### src/rtl/period_meter_pkg.sv
// Shared state encoding and constants for the period meter.
package period_meter_pkg;

    localparam int AVG_LOG2_MAX = 4;
    localparam int SYNC_STAGES  = 2;

    typedef enum logic [1:0] {
        S_IDLE,
        S_ARM,
        S_MEASURE,
        S_DONE
    } state_t;

endpackage

### src/rtl/edge_sync.sv
// Synchronizes an asynchronous input and emits a one-cycle pulse on each
// rising edge of the synchronized signal.
module edge_sync
    import period_meter_pkg::*;
(
    input  logic clk_i,
    input  logic reset_ni,
    input  logic sig_i,
    output logic edge_o
);

    logic [SYNC_STAGES-1:0] sync_q;
    logic                   prev_q;

    always_ff @(posedge clk_i or negedge reset_ni) begin
        if (!reset_ni) begin
            sync_q <= '0;
            prev_q <= 1'b0;
        end else begin
            sync_q <= {sync_q[SYNC_STAGES-2:0], sig_i};
            prev_q <= sync_q[SYNC_STAGES-1];
        end
    end

    assign edge_o = sync_q[SYNC_STAGES-1] & ~prev_q;

endmodule

### src/rtl/period_meter.sv
// Measures the averaged period of sig_i in prescaled clock units.
// Define PERIOD_METER_TIMEOUT_EN to build the watchdog timeout.
module period_meter
    import period_meter_pkg::*;
#(
    parameter int COUNT_W       = 32,
    parameter int PRESCALE      = 100,
    parameter int AVG_LOG2      = 0,
    parameter int TIMEOUT_UNITS = 1 << 20
) (
    input  logic               clk_i,
    input  logic               reset_ni,
    input  logic               sig_i,
    input  logic               start_i,
    output logic [COUNT_W-1:0] period_o,
    output logic               done_o,
    output logic               busy_o,
    output logic               overflow_o,
    output logic               timeout_o
);

    localparam int ACC_W  = COUNT_W + AVG_LOG2;
    localparam int PS_W   = (PRESCALE > 1) ? $clog2(PRESCALE) : 1;
    localparam int SEEN_W = AVG_LOG2_MAX + 1;
    localparam logic [PS_W-1:0]   PS_LAST = PS_W'(PRESCALE - 1);
    localparam logic [SEEN_W-1:0] AVG_N   = SEEN_W'(1 << AVG_LOG2);

    if (COUNT_W < 8 || COUNT_W > 32 || PRESCALE < 1 || PRESCALE > 65536 ||
        AVG_LOG2 < 0 || AVG_LOG2 > AVG_LOG2_MAX || TIMEOUT_UNITS < 1)
    begin : g_bad_param
        $error("period_meter: parameter out of range");
    end

    state_t              state_q, state_d;
    logic                edge_p;
    logic                active;
    logic                wrap;
    logic                acc_sat;
    logic                last_edge;
    logic                res_ld;
    logic                to_ld;
    logic                timeout_hit;
    logic [PS_W-1:0]     pre_q;
    logic [ACC_W-1:0]    acc_q, acc_inc;
    logic [SEEN_W-1:0]   seen_q, seen_inc;
    logic                ovf_q, ovf_inc;

    edge_sync u_sync (
        .clk_i    (clk_i),
        .reset_ni (reset_ni),
        .sig_i    (sig_i),
        .edge_o   (edge_p)
    );

    assign active    = (state_q == S_ARM) || (state_q == S_MEASURE);
    assign wrap      = active && (pre_q == PS_LAST);
    assign acc_sat   = &acc_q;
    assign acc_inc   = (wrap && !acc_sat) ? acc_q + ACC_W'(1) : acc_q;
    assign ovf_inc   = ovf_q | (wrap & acc_sat);
    assign seen_inc  = seen_q + SEEN_W'(1);
    assign last_edge = edge_p && (seen_inc == AVG_N);
    assign busy_o    = (state_q != S_IDLE);

`ifdef PERIOD_METER_TIMEOUT_EN
    localparam int WD_W = $clog2(TIMEOUT_UNITS + 1);

    logic [WD_W-1:0] wd_q;
    logic            timeout_q;

    assign timeout_hit = (wd_q == WD_W'(TIMEOUT_UNITS));
    assign timeout_o   = timeout_q;

    // Any accepted edge restarts the watchdog window.
    always_ff @(posedge clk_i or negedge reset_ni) begin
        if (!reset_ni) begin
            wd_q      <= '0;
            timeout_q <= 1'b0;
        end else begin
            if (res_ld)
                timeout_q <= 1'b0;
            else if (to_ld)
                timeout_q <= 1'b1;
            if (state_q == S_IDLE || edge_p)
                wd_q <= '0;
            else if (wrap)
                wd_q <= wd_q + WD_W'(1);
        end
    end
`else
    assign timeout_hit = 1'b0;
    assign timeout_o   = 1'b0;
`endif

    always_comb begin
        state_d = state_q;
        res_ld  = 1'b0;
        to_ld   = 1'b0;
        unique case (state_q)
            S_IDLE: begin
                if (start_i)
                    state_d = S_ARM;
            end
            S_ARM: begin
                if (edge_p) begin
                    state_d = S_MEASURE;
                end else if (timeout_hit) begin
                    state_d = S_DONE;
                    to_ld   = 1'b1;
                end
            end
            S_MEASURE: begin
                if (last_edge) begin
                    state_d = S_DONE;
                    res_ld  = 1'b1;
                end else if (timeout_hit && !edge_p) begin
                    state_d = S_DONE;
                    to_ld   = 1'b1;
                end
            end
            S_DONE: state_d = S_IDLE;
            default: state_d = S_IDLE;
        endcase
    end

    // Results load on the edge into DONE so they are valid with done_o.
    always_ff @(posedge clk_i or negedge reset_ni) begin
        if (!reset_ni) begin
            state_q    <= S_IDLE;
            pre_q      <= '0;
            acc_q      <= '0;
            seen_q     <= '0;
            ovf_q      <= 1'b0;
            period_o   <= '0;
            overflow_o <= 1'b0;
            done_o     <= 1'b0;
        end else begin
            state_q <= state_d;
            done_o  <= res_ld | to_ld;
            if (!active || wrap || (state_q == S_ARM && edge_p))
                pre_q <= '0;
            else
                pre_q <= pre_q + PS_W'(1);
            if (state_q == S_IDLE || (state_q == S_ARM && edge_p)) begin
                acc_q  <= '0;
                seen_q <= '0;
                ovf_q  <= 1'b0;
            end else if (state_q == S_MEASURE) begin
                acc_q <= acc_inc;
                ovf_q <= ovf_inc;
                if (edge_p)
                    seen_q <= seen_inc;
            end
            if (res_ld) begin
                period_o   <= acc_inc[ACC_W-1:AVG_LOG2];
                overflow_o <= ovf_inc;
            end else if (to_ld) begin
                period_o   <= '0;
                overflow_o <= 1'b0;
            end
        end
    end

endmodule

### config.mk
export PLATFORM = sky130hd
export DESIGN_NAME = period_meter
export DESIGN_NICKNAME = d
export VERILOG_FILES = /design/src/rtl/period_meter_pkg.sv /design/src/rtl/edge_sync.sv /design/src/rtl/period_meter.sv
export SDC_FILE = /design/constraint.sdc
export NUM_CORES = 1
export LEC_CHECK = 0
export CORE_UTILIZATION = 30
export CTS_BUF_LIST = sky130_fd_sc_hd__clkbuf_4
export CTS_CLUSTER_SIZE = 14
export DETAILED_ROUTE_END_ITERATION = 8
export PLACE_DENSITY_LB_ADDON = 0.1
export SLEW_MARGIN = 20
export SYNTH_ARGS = -nofsm -noshare
export SYNTH_HDL_FRONTEND = slang
export SYNTH_SLANG_ARGS = --single-unit
### constraint.sdc
create_clock -name clk_i -period 3.69 [get_ports clk_i]
set_input_delay 0.738 -clock clk_i [delete_from_list [all_inputs] [get_ports clk_i]]
set_output_delay 0.738 -clock clk_i [all_outputs]
set_load 0.02 [all_outputs]
# ---- Word-level counts from Yosys, hierarchy flattened
# Index checks and enable logic that the tools add are counted.
dict set report totals {
  register_bits 84
  inputBits 4
  output_inout_bits 36
  wordCells 59
}
dict set report op_classes {
  add_sub_neg 3
  n_eq_ne 8
  n_mux 17
  n_bitwise 4
  n_reduce_logical 17
}
# op n
set ops {}
lappend ops {{32-bit 2-to-1 mux} 4}
lappend ops {{32-bit by 1-bit adder with 32-bit output, second input constant} 1}
lappend ops {{32-bit AND reduction} 1}
lappend ops {{5-bit 2-to-1 mux} 3}
lappend ops {{2-bit one-hot mux with 4 select lines} 1}
lappend ops {{7-bit by 1-bit adder with 7-bit output, second input constant} 1}
lappend ops {{7-bit == test, second input constant} 1}
lappend ops {{7-bit 2-to-1 mux} 1}
lappend ops {{2-bit 2-to-1 mux} 3}
lappend ops {{2-bit inequality test, second input constant} 3}
lappend ops {{2-bit nonzero test} 3}
lappend ops {{5-bit by 1-bit adder with 5-bit output, second input constant} 1}
lappend ops {{5-bit by 1-bit == test with 1-bit output, second input constant} 1}
lappend ops {{1-bit 2-to-1 mux} 5}
lappend ops {{2-bit == test, second input constant} 2}
lappend ops {{1-bit logical AND} 4}
lappend ops {{1-bit logical OR} 4}
lappend ops {{3-bit AND reduction} 1}
lappend ops {{1-bit AND} 2}
lappend ops {{2-bit by 1-bit == test with 1-bit output, second input constant} 1}
lappend ops {{1-bit logical NOT} 2}
lappend ops {{2-bit logical NOT} 1}
lappend ops {{2-bit AND reduction} 1}
lappend ops {{1-bit NOT} 1}
lappend ops {{1-bit bitwise OR} 1}

# ---- Logic depth before layout (Yosys ltp)
# Gate-level depths: netlist of the first run.
dict set report logic_depth {
  word_depth 7
  mapped_depth 9
  ltp_nobuf 8
}

# ---- Modules after synthesis
# A second synthesis of the first run with hierarchy kept.
dict set report unflattened {
  cells_unflattened 495
  hier_area_um2 4626.9
}
# module instances cells_per_inst area_each_um2 seq_area_each_um2
set modules_own_cells {}
lappend modules_own_cells {period_meter 1 491 4538.1 2026.9}
lappend modules_own_cells {edge_sync 1 4 88.8 75.1}

# ---- Least setup slack after synthesis of the first run
# No wires, ideal clock.
dict set report synth_path {
  path_kind {reg-to-reg}
  from {reg acc_q[0]}
  to {reg period_o[19]}
  setup_time_ps 129
  arrival_time_ps 2096
  required_time_ps 3561
  path_slack_ps 1464
  stages_incl_launch_ff 9
  path_buffers 1
  period_less_slack_ps 2226
  path_cell_list {dfrtp_1 ha_1 nand3_2 or4_4 buf_6 o31ai_4 nor3_1 xnor2_1 o21ai_1}
}
dict set report synth_between {
  elab_chain_cells 5
  word_cells_on_any_way 6
  classes_between {add/sub (1); mux (2); reduce/logical (3)}
}
# item line_no
set synth_rtl {}
lappend synth_rtl {{start: declaration} period_meter.sv:44} ;# logic [ACC_W-1:0] acc_q, acc_inc;
lappend synth_rtl {{start signal: assignment} period_meter.sv:148} ;# acc_q <= acc_inc;
lappend synth_rtl {{parallel branches: the longest is 3 deep, another holds 32-bit by 1-bit adder with 32-bit output} --}
lappend synth_rtl {{32-bit 2-to-1 mux *} period_meter.sv:58} ;# assign acc_inc = (wrap && !acc_sat) ? acc_q + ACC_W'(1) : acc_q;
lappend synth_rtl {{32-bit 2-to-1 mux *} period_meter.sv:153} ;# if (res_ld) begin
lappend synth_rtl {{end signal: assignment} period_meter.sv:154} ;# period_o <= acc_inc[ACC_W-1:AVG_LOG2];
lappend synth_rtl {{end: declaration} period_meter.sv:15} ;# output logic [COUNT_W-1:0] period_o,
# Every way passes the cells marked *. The select of a mux whose other input is x is not followed.
# A chain may end at the register's enable or synchronous reset.

# ---- Worst setup path in the final report of the first run
dict set report layout_path {
  from {reg state_q[0]}
  to {out busy_o}
}
dict set report layout_between {
  elab_chain_cells 1
}
# item line_no
set layout_rtl {}
lappend layout_rtl {{start: declaration} period_meter.sv:34} ;# state_t state_q, state_d;
lappend layout_rtl {{start signal: assignment} period_meter.sv:137} ;# state_q <= state_d;
lappend layout_rtl {{2-bit nonzero test} period_meter.sv:62} ;# assign busy_o = (state_q != S_IDLE);
lappend layout_rtl {{end: declaration} period_meter.sv:17} ;# output logic busy_o,
# No other way between the ends.

==> metrics, run 1 <==
count of maximum capacitance violations 0; antenna diode instance count 0; Top FF cell, synth sky130_fd_sc_hd__dfrtp_1; setup repair after global routing missed its margin no; Synth Area per Inst ~9.2 sq um; Max-slew headroom between 40% and 50%; arrival time at the worst endpoint roughly 1900 ps; number of distinct library cells after synthesis 50; stage delay of the slowest cell on the critical path ~630 ps; dominant delay contributor by cell family on the critical path buffers and inverters; layout cell share with drive strength beyond 1 6.65%; die area 0.0151 sq mm; vias post-DR around 3300; CP Cell Sequence inv_1 > ha_1 > inv_1 > clkdlybuf4s50_1; overall track demand over capacity in global routing between 10% and 20%; clock latency on the worst-skew pair between 400 and 500 ps; crit-path most repeated cell sky130_fd_sc_hd__inv_1; run status complete, no violations; detailed-route wire length per cell 14.5 um; HPWL after detailed placement a little under 7 mm; Bufs and invs on worst path 3; sort of element at the start of the critical path flip-flop; share of the synthesized area in the top cell type 48.0%; endpoint of the lowest-slack register-to-register path period_o[19]; post-synthesis cell type with the largest combined area sky130_fd_sc_hd__dfrtp_1; FF+latch count, synth 84; Worst Setup Slack, final between 1000 and 1500 ps; portion of the clock cycle consumed by the worst path in the final layout between 70% and 80%; relative area change from synthesis to final layout 15.7%; detailed-router iteration count before antenna repair 5; number of synthesized flops with an enable pin 0; maximum level of the CTS H-tree 3; Crit. End Element output pin; total gr overflow 0; part of the total power dissipated in sequential elements around half; Reg clk slew, reported paths roughly 140 ps; Hold-fix buffers, CTS 0; via count of the first global-routing pass 3289; Post-layout nets a little over 500; PnR Total Power 0.00201 W; Rows 43; sw frac 33.1%; top cells by area in the synthesized netlist sky130_fd_sc_hd__dfrtp_1, sky130_fd_sc_hd__xor2_1, sky130_fd_sc_hd__nand2_1; Final setup violation count 0; pin count of the biggest net entering global routing 62; post-synthesis cell count 476; power share of the clock group around 30%; root buffer selected by CTS sky130_fd_sc_hd__clkbuf_4; Worst R2R Path Depth 7; summed instance area of the synthesized netlist around 0.0044 sq mm; slowest cell on the critical path sky130_fd_sc_hd__clkdlybuf4s50_1; combinational share of power 20.9%; Int Power between 0.001 and 0.0015 W; path class of the lowest-slack min-delay path in2async; Critical Path Fanout Max 4; reg-to-reg critical path startpoint acc_q[0]; antenna violations before repair 0; time the worst path needs with I/O delays and setup around 2700 ps; DRT Wirelength between 9 and 10 mm; power per cell area between 300 and 400 mW/mm^2; total of warnings raised by yosys 0; clk buf depth 2; final clock skew 13.7 ps; end-of-flow core utilization about 36%; net count of the mapped netlist roughly 490; Antenna Violating Nets Remaining 0; maximum VDD drop around 0.18 mV; final slew viol count 0; async set-or-reset flop fraction in the synthesized netlist 100%; count of port buffers added during placement 38; count of clock tree sinks between 80 and 90; number of vias per cell approximately 4.8; classification of the worst setup path reg2out; Num CTS Buffers 9; setup slack of the most critical reg-to-reg path 1080 ps; y dimension of the die 123 um; Register Area about 0.0021 sq mm; peak clock frequency supported by timing 0.374 GHz; Fin. Hold Viols 0; Initial DRC Count roughly 140; required time worst endpoint approximately 3000 ps; Starting Density approximately 31%; Filler Cells Inserted 1445; slew of the pin with the lowest slew margin between 800 and 900 ps; Post-CTS Setup Bufs 0; Leakage between 2 and 2.5 nW; net load switching power about 0.00066 W; I/O pins 40; weighted congestion at the end of routability-driven global placement between 0.7 and 0.8; placeable core area 0.0140 sq mm; drt drc 0; area occupied by multi-input gates about 0.0021 sq mm; CTS-repair resized insts 0; wire length of the first global-routing pass 17.3 mm; horizontal die dimension ~120 um; setup TNS 0 ps; TritonCTS clock tree built; sequential fraction of the synthesis area 48.0%; worst slack, placed about 1100 ps
[how the worst max path moves through the flow]
stage,from,endpoint,slack [ps],cells past startpoint
finish,state_q[0],busy_o,1020,4
global route,acc_q[0],period_o[6],850,7
CTS,state_q[0],busy_o,980,4
detailed placement,acc_q[0],period_o[18],1070,7
global placement,acc_q[0],period_o[13],1100,7
floorplan,acc_q[0],period_o[19],1460,8
[synthesized netlist by cell type (all sizes together) (2+ instances only)]
cell,number
nor2,51
nand2b,2
xor2,36
a31oi,3
or3,6
dfrtp,84
inv,10
nor3,17
ha,8
o31ai,2
nand2,75
buf,10
nor4,6
o21ai,43
nand3,25
a21oi,9
nand4,19
xnor2,25
and3,11
or4,2
a211oi,2
clkbuf,15
[worst reg2reg max path, cell delays in order, from the launching register on]
cell and delay, ps:
sky130_fd_sc_hd__dfrtp_1 470, sky130_fd_sc_hd__ha_1 240, sky130_fd_sc_hd__nand3_2 190, sky130_fd_sc_hd__or4_4 710, sky130_fd_sc_hd__o31ai_4 500, sky130_fd_sc_hd__nor3_1 150, sky130_fd_sc_hd__xnor2_1 180, sky130_fd_sc_hd__o21ai_1 70
[sequential cells by signal (all words and copies together) (netlist names)]
name and flops:
acc_q 32, ovf_q 1, done_o 1, u_sync.prev_q 1
overflow_o 1, period_o 32, pre_q 7, state_q 2
u_sync.sync_q 2, seen_q 5
[per-stage QoR]
step | instance area, sq um | instances | hold slack (ps)
final | 5070 | 691 | 359
after global routing | 5070 | 691 | 378
after CTS | 5070 | 691 | 369
after detailed placement | 4920 | 675 | 339
after global placement | 4910 | 675 | 331
after floorplan | 4380 | 476 | 331
[placed cells by master (no fill, tap or decap), drive strengths merged, types with 2 or more instances in the layout]
cell,n
or4,2
a21oi,9
a211oi,2
o31ai,2
nor4,6
clkbuf,9
nor3,17
and3,11
o21ai,43
inv,10
xnor2,25
bufinv,2
a31oi,3
clkinv,5
nand2b,2
nand4,19
dfrtp,84
nor2,51
ha,8
nand3,25
nand2,75
buf,7
clkdlybuf4s50,37
xor2,36
or3,6
[layer usage]
metal | up-vias | global-route usage [%] | part of all wire [%]
met1 | 1543 | 22.4 | 52
met3 | 13 | 2.79 | 3.0
li1 | 1678 | - | -
met2 | 51 | 21.0 | 43
met4 | 0 | 6.63 | 1.8
met5 | - | 0 | 0
[power by group through the flow]
stage                     Sequential [W]  Combinational, W  Clock, W
after floorplan                  0.00100          0.000280         0
after global placement           0.00101          0.000426         0
after detailed placement         0.00101          0.000428         0
after CTS                       0.000993          0.000432  0.000627
after global routing            0.000999          0.000481  0.000662
final                           0.000993          0.000420  0.000595
[layout make-up]
class / instances / share of cell area [%]
multi-input combinational: 357 / 42.0
sequential: 84 / 41.5
timing repair buffer: 44 / 8.35
inverter: 10 / 0.741
clock buffer: 9 / 1.33
clock inverter: 7 / 1.60
tap: 180 / 4.44
[kinds of logic after synthesis]
kind of cell               after synthesis  synth area share, %
and+or+nand+nor                        220                 24.8
DFF                                     84                 48.0
AOI/OAI and AO/OA                       65                 8.69
xor gates and xnor gates                61                 12.2
buffers and inverters                   35                 3.46
adders and majority gates                8                 2.29
muxes                                    2                0.486
other                                    1               0.0857
(Power assumes the default switching activity.)
==> run 2: changes to the inputs <==
Clock period 3.69 ns to 2.4 ns, I/O delays scaled along.
==> run 2 against run 1 <==
Cell count up 2.9%. Sequential cell count did not move. Sequential share of layout area decreased by 1.2 points. Non-clock buffer count grew 20. Clock skew is 2.4 ps higher. Cell area increased by 3.1%. Via count rose by 3.6%. Worst setup slack worse by 860 ps. Clock power up 40%. Die area unchanged. First-iteration DRC count increased by 45%. Critical path type is now reg2reg. Highest routed layer unchanged.
==> metrics, run 2 (synthesized netlist as in run 1, its figures left out) <==
run status complete, no violations; required time worst endpoint approximately 2700 ps; combinational share of power roughly 23%; drt drc 0; stage delay of the slowest cell on the critical path ~640 ps; slew of the pin with the lowest slew margin about 590 ps; Num CTS Buffers 9; Leakage 2.16 nW; wire length of the first global-routing pass ~17 mm; end-of-flow core utilization 37.2%; count of maximum capacitance violations 0; power share of the clock group a little over a quarter; I/O pins 40; portion of the clock cycle consumed by the worst path in the final layout between 90% and 100%; detailed-route wire length per cell 14.1 um; Initial DRC Count roughly 200; Largest regs acc_q: 32 flops, period_o: 32 flops, pre_q: 7 flops; Crit. End Element flip-flop; clock latency on the worst-skew pair roughly 450 ps; final slew viol count 0; arrival time at the worst endpoint ~2600 ps; setup repair after global routing missed its margin yes; sw frac 32.6%; Fin. Hold Viols 0; maximum VDD drop approximately 0.42 mV; time the worst path needs with I/O delays and setup 2240 ps; net load switching power a little under 0.001 W; antenna diode instance count 0; classification of the worst setup path reg2reg; root buffer selected by CTS sky130_fd_sc_hd__clkbuf_4; maximum level of the CTS H-tree 3; horizontal die dimension approximately 120 um; power per cell area approximately 600 mW/mm^2; DRT Wirelength about 10 mm; Non-Filler Instances between 700 and 800; y dimension of the die around 120 um; Final setup violation count 0; commonest non-fill, non-tap cell in the layout sky130_fd_sc_hd__dfrtp_1; die area around 0.015 sq mm; placeable core area between 0.01 and 0.015 sq mm; TritonCTS clock tree built; path class of the lowest-slack min-delay path in2async; part of the total power dissipated in sequential elements 50.1%; via count of the first global-routing pass between 3000 and 4000; pin count of the biggest net entering global routing 67; relative area change from synthesis to final layout 19.3%; count of clock tree sinks 84; peak clock frequency supported by timing roughly 0.45 GHz; Rows 43; vias post-DR 3403; PnR Total Power about 0.0030 W; Antenna Violating Nets Remaining 0; CP Cell Sequence ha_1 > nand3_2 > or4_4 > o31ai_4 > buf_4 > nor3_1 > xnor2_1 > o21ai_0; weighted congestion at the end of routability-driven global placement ~0.76; Int Power between 0.002 and 0.0025 W; Critical Path Fanout Max 10; overall track demand over capacity in global routing between 10 and 15%; number of vias per cell 4.79; total gr overflow 0; Post-layout nets approximately 540; clk buf depth 2; detailed-router iteration count before antenna repair 4; layout cell share with drive strength beyond 1 ~11%; sort of element at the start of the critical path flip-flop; HPWL after detailed placement 7.00 mm; Max-slew headroom about three fifths; antenna violations before repair 0; slowest cell on the critical path sky130_fd_sc_hd__or4_4; Reg clk slew, reported paths around 130 ps; Final Hold Slack ~23 ps; count of port buffers added during placement 38; top library cells by usage in the layout, fill and taps aside sky130_fd_sc_hd__dfrtp_1, sky130_fd_sc_hd__nand2_1, sky130_fd_sc_hd__nor2_1; DP Cell Count just under 700; final clock skew between 15 and 20 ps; Starting Density between 30% and 40%
## run 2: cell types whose count changed in the layout (fill, tap and decap cells not counted), moves of 2 or more
cell / previous run / this run
sky130_fd_sc_hd__clkinv_2: 2 / 0
sky130_fd_sc_hd__buf_12: 0 / 2
sky130_fd_sc_hd__dfrtp_1: 84 / 82
sky130_fd_sc_hd__clkbuf_4: 9 / 13
sky130_fd_sc_hd__buf_4: 7 / 25
sky130_fd_sc_hd__dfrtp_2: 0 / 2
## run 2: worst paths after layout
kind	startpoint	depth (start not counted)	slack, ps	to
max in group asynchronous	reset_ni	2	1780	pre_q[6]
worst min-delay path	reset_ni	1	20	acc_q[24]
worst min register to register	u_sync.sync_q[0]	0	380	u_sync.sync_q[1]
worst max-delay path	acc_q[0]	8	160	period_o[18]
min in group clk_i	u_sync.sync_q[0]	0	380	u_sync.sync_q[1]
worst max register to register	acc_q[0]	8	160	period_o[18]
## run 2: per-stage QoR
step / setup slack [ps] / setup TNS (ps) / cell area [sq um]
after CTS: 87.5 / 0 / 5220
after detailed placement: 111 / 0 / 5090
after floorplan: 174 / 0 / 4380
final: 160 / 0 / 5230
after global routing: -4.24 / -4.24 / 5230
after global placement: 118 / 0 / 5090
## run 2: what timing repair did
item / in CTS / in global routing
gates resized for setup: 1 / 3
hold buffers: 0 / 0
buffers inserted: 0 / 0
pin swaps: 0 / 1
endpoints found under the setup margin: 1 / 4
## run 2: power groups by stage
| stage | clock network (W) | registers (W) | logic (W) |
|---|---|---|---|
| after floorplan | 0 | 0.00154 | 0.000431 |
| after global placement | 0 | 0.00155 | 0.000705 |
| after detailed placement | 0 | 0.00155 | 0.000706 |
| after CTS | 0.000889 | 0.00153 | 0.000705 |
| after global routing | 0.000948 | 0.00154 | 0.000787 |
| final | 0.000835 | 0.00153 | 0.000686 |
## run 2: worst max-delay path, delay by kind of cell, from the launching register on
family                     cells  cell delay (ps)
AOI/OAI and AO/OA              2              300
buffers and inverters          1              210
adders and majority gates      1              200
DFF                            1              370
xor gates and xnor gates       1              230
and+or+nand+nor                3              810
## run 2: final cells by class
type                       count  area [sq um]
multi-input combinational    357          2130
sequential                    84          2100
tap                          180           225
timing repair buffer          64           597
inverter                      10          37.5
clock buffer                  13          97.6
clock inverter                 3          37.5
fill                        1448          8820
## run 2: metal layers
layer | up-vias | global-route usage [%] | wire length [um]
li1 | 1728 | - | -
met1 | 1610 | 20.6 | 5090
met2 | 51 | 21.7 | 4410
met3 | 14 | 2.97 | 339
met4 | 0 | 6.25 | 180
met5 | - | 0 | 0
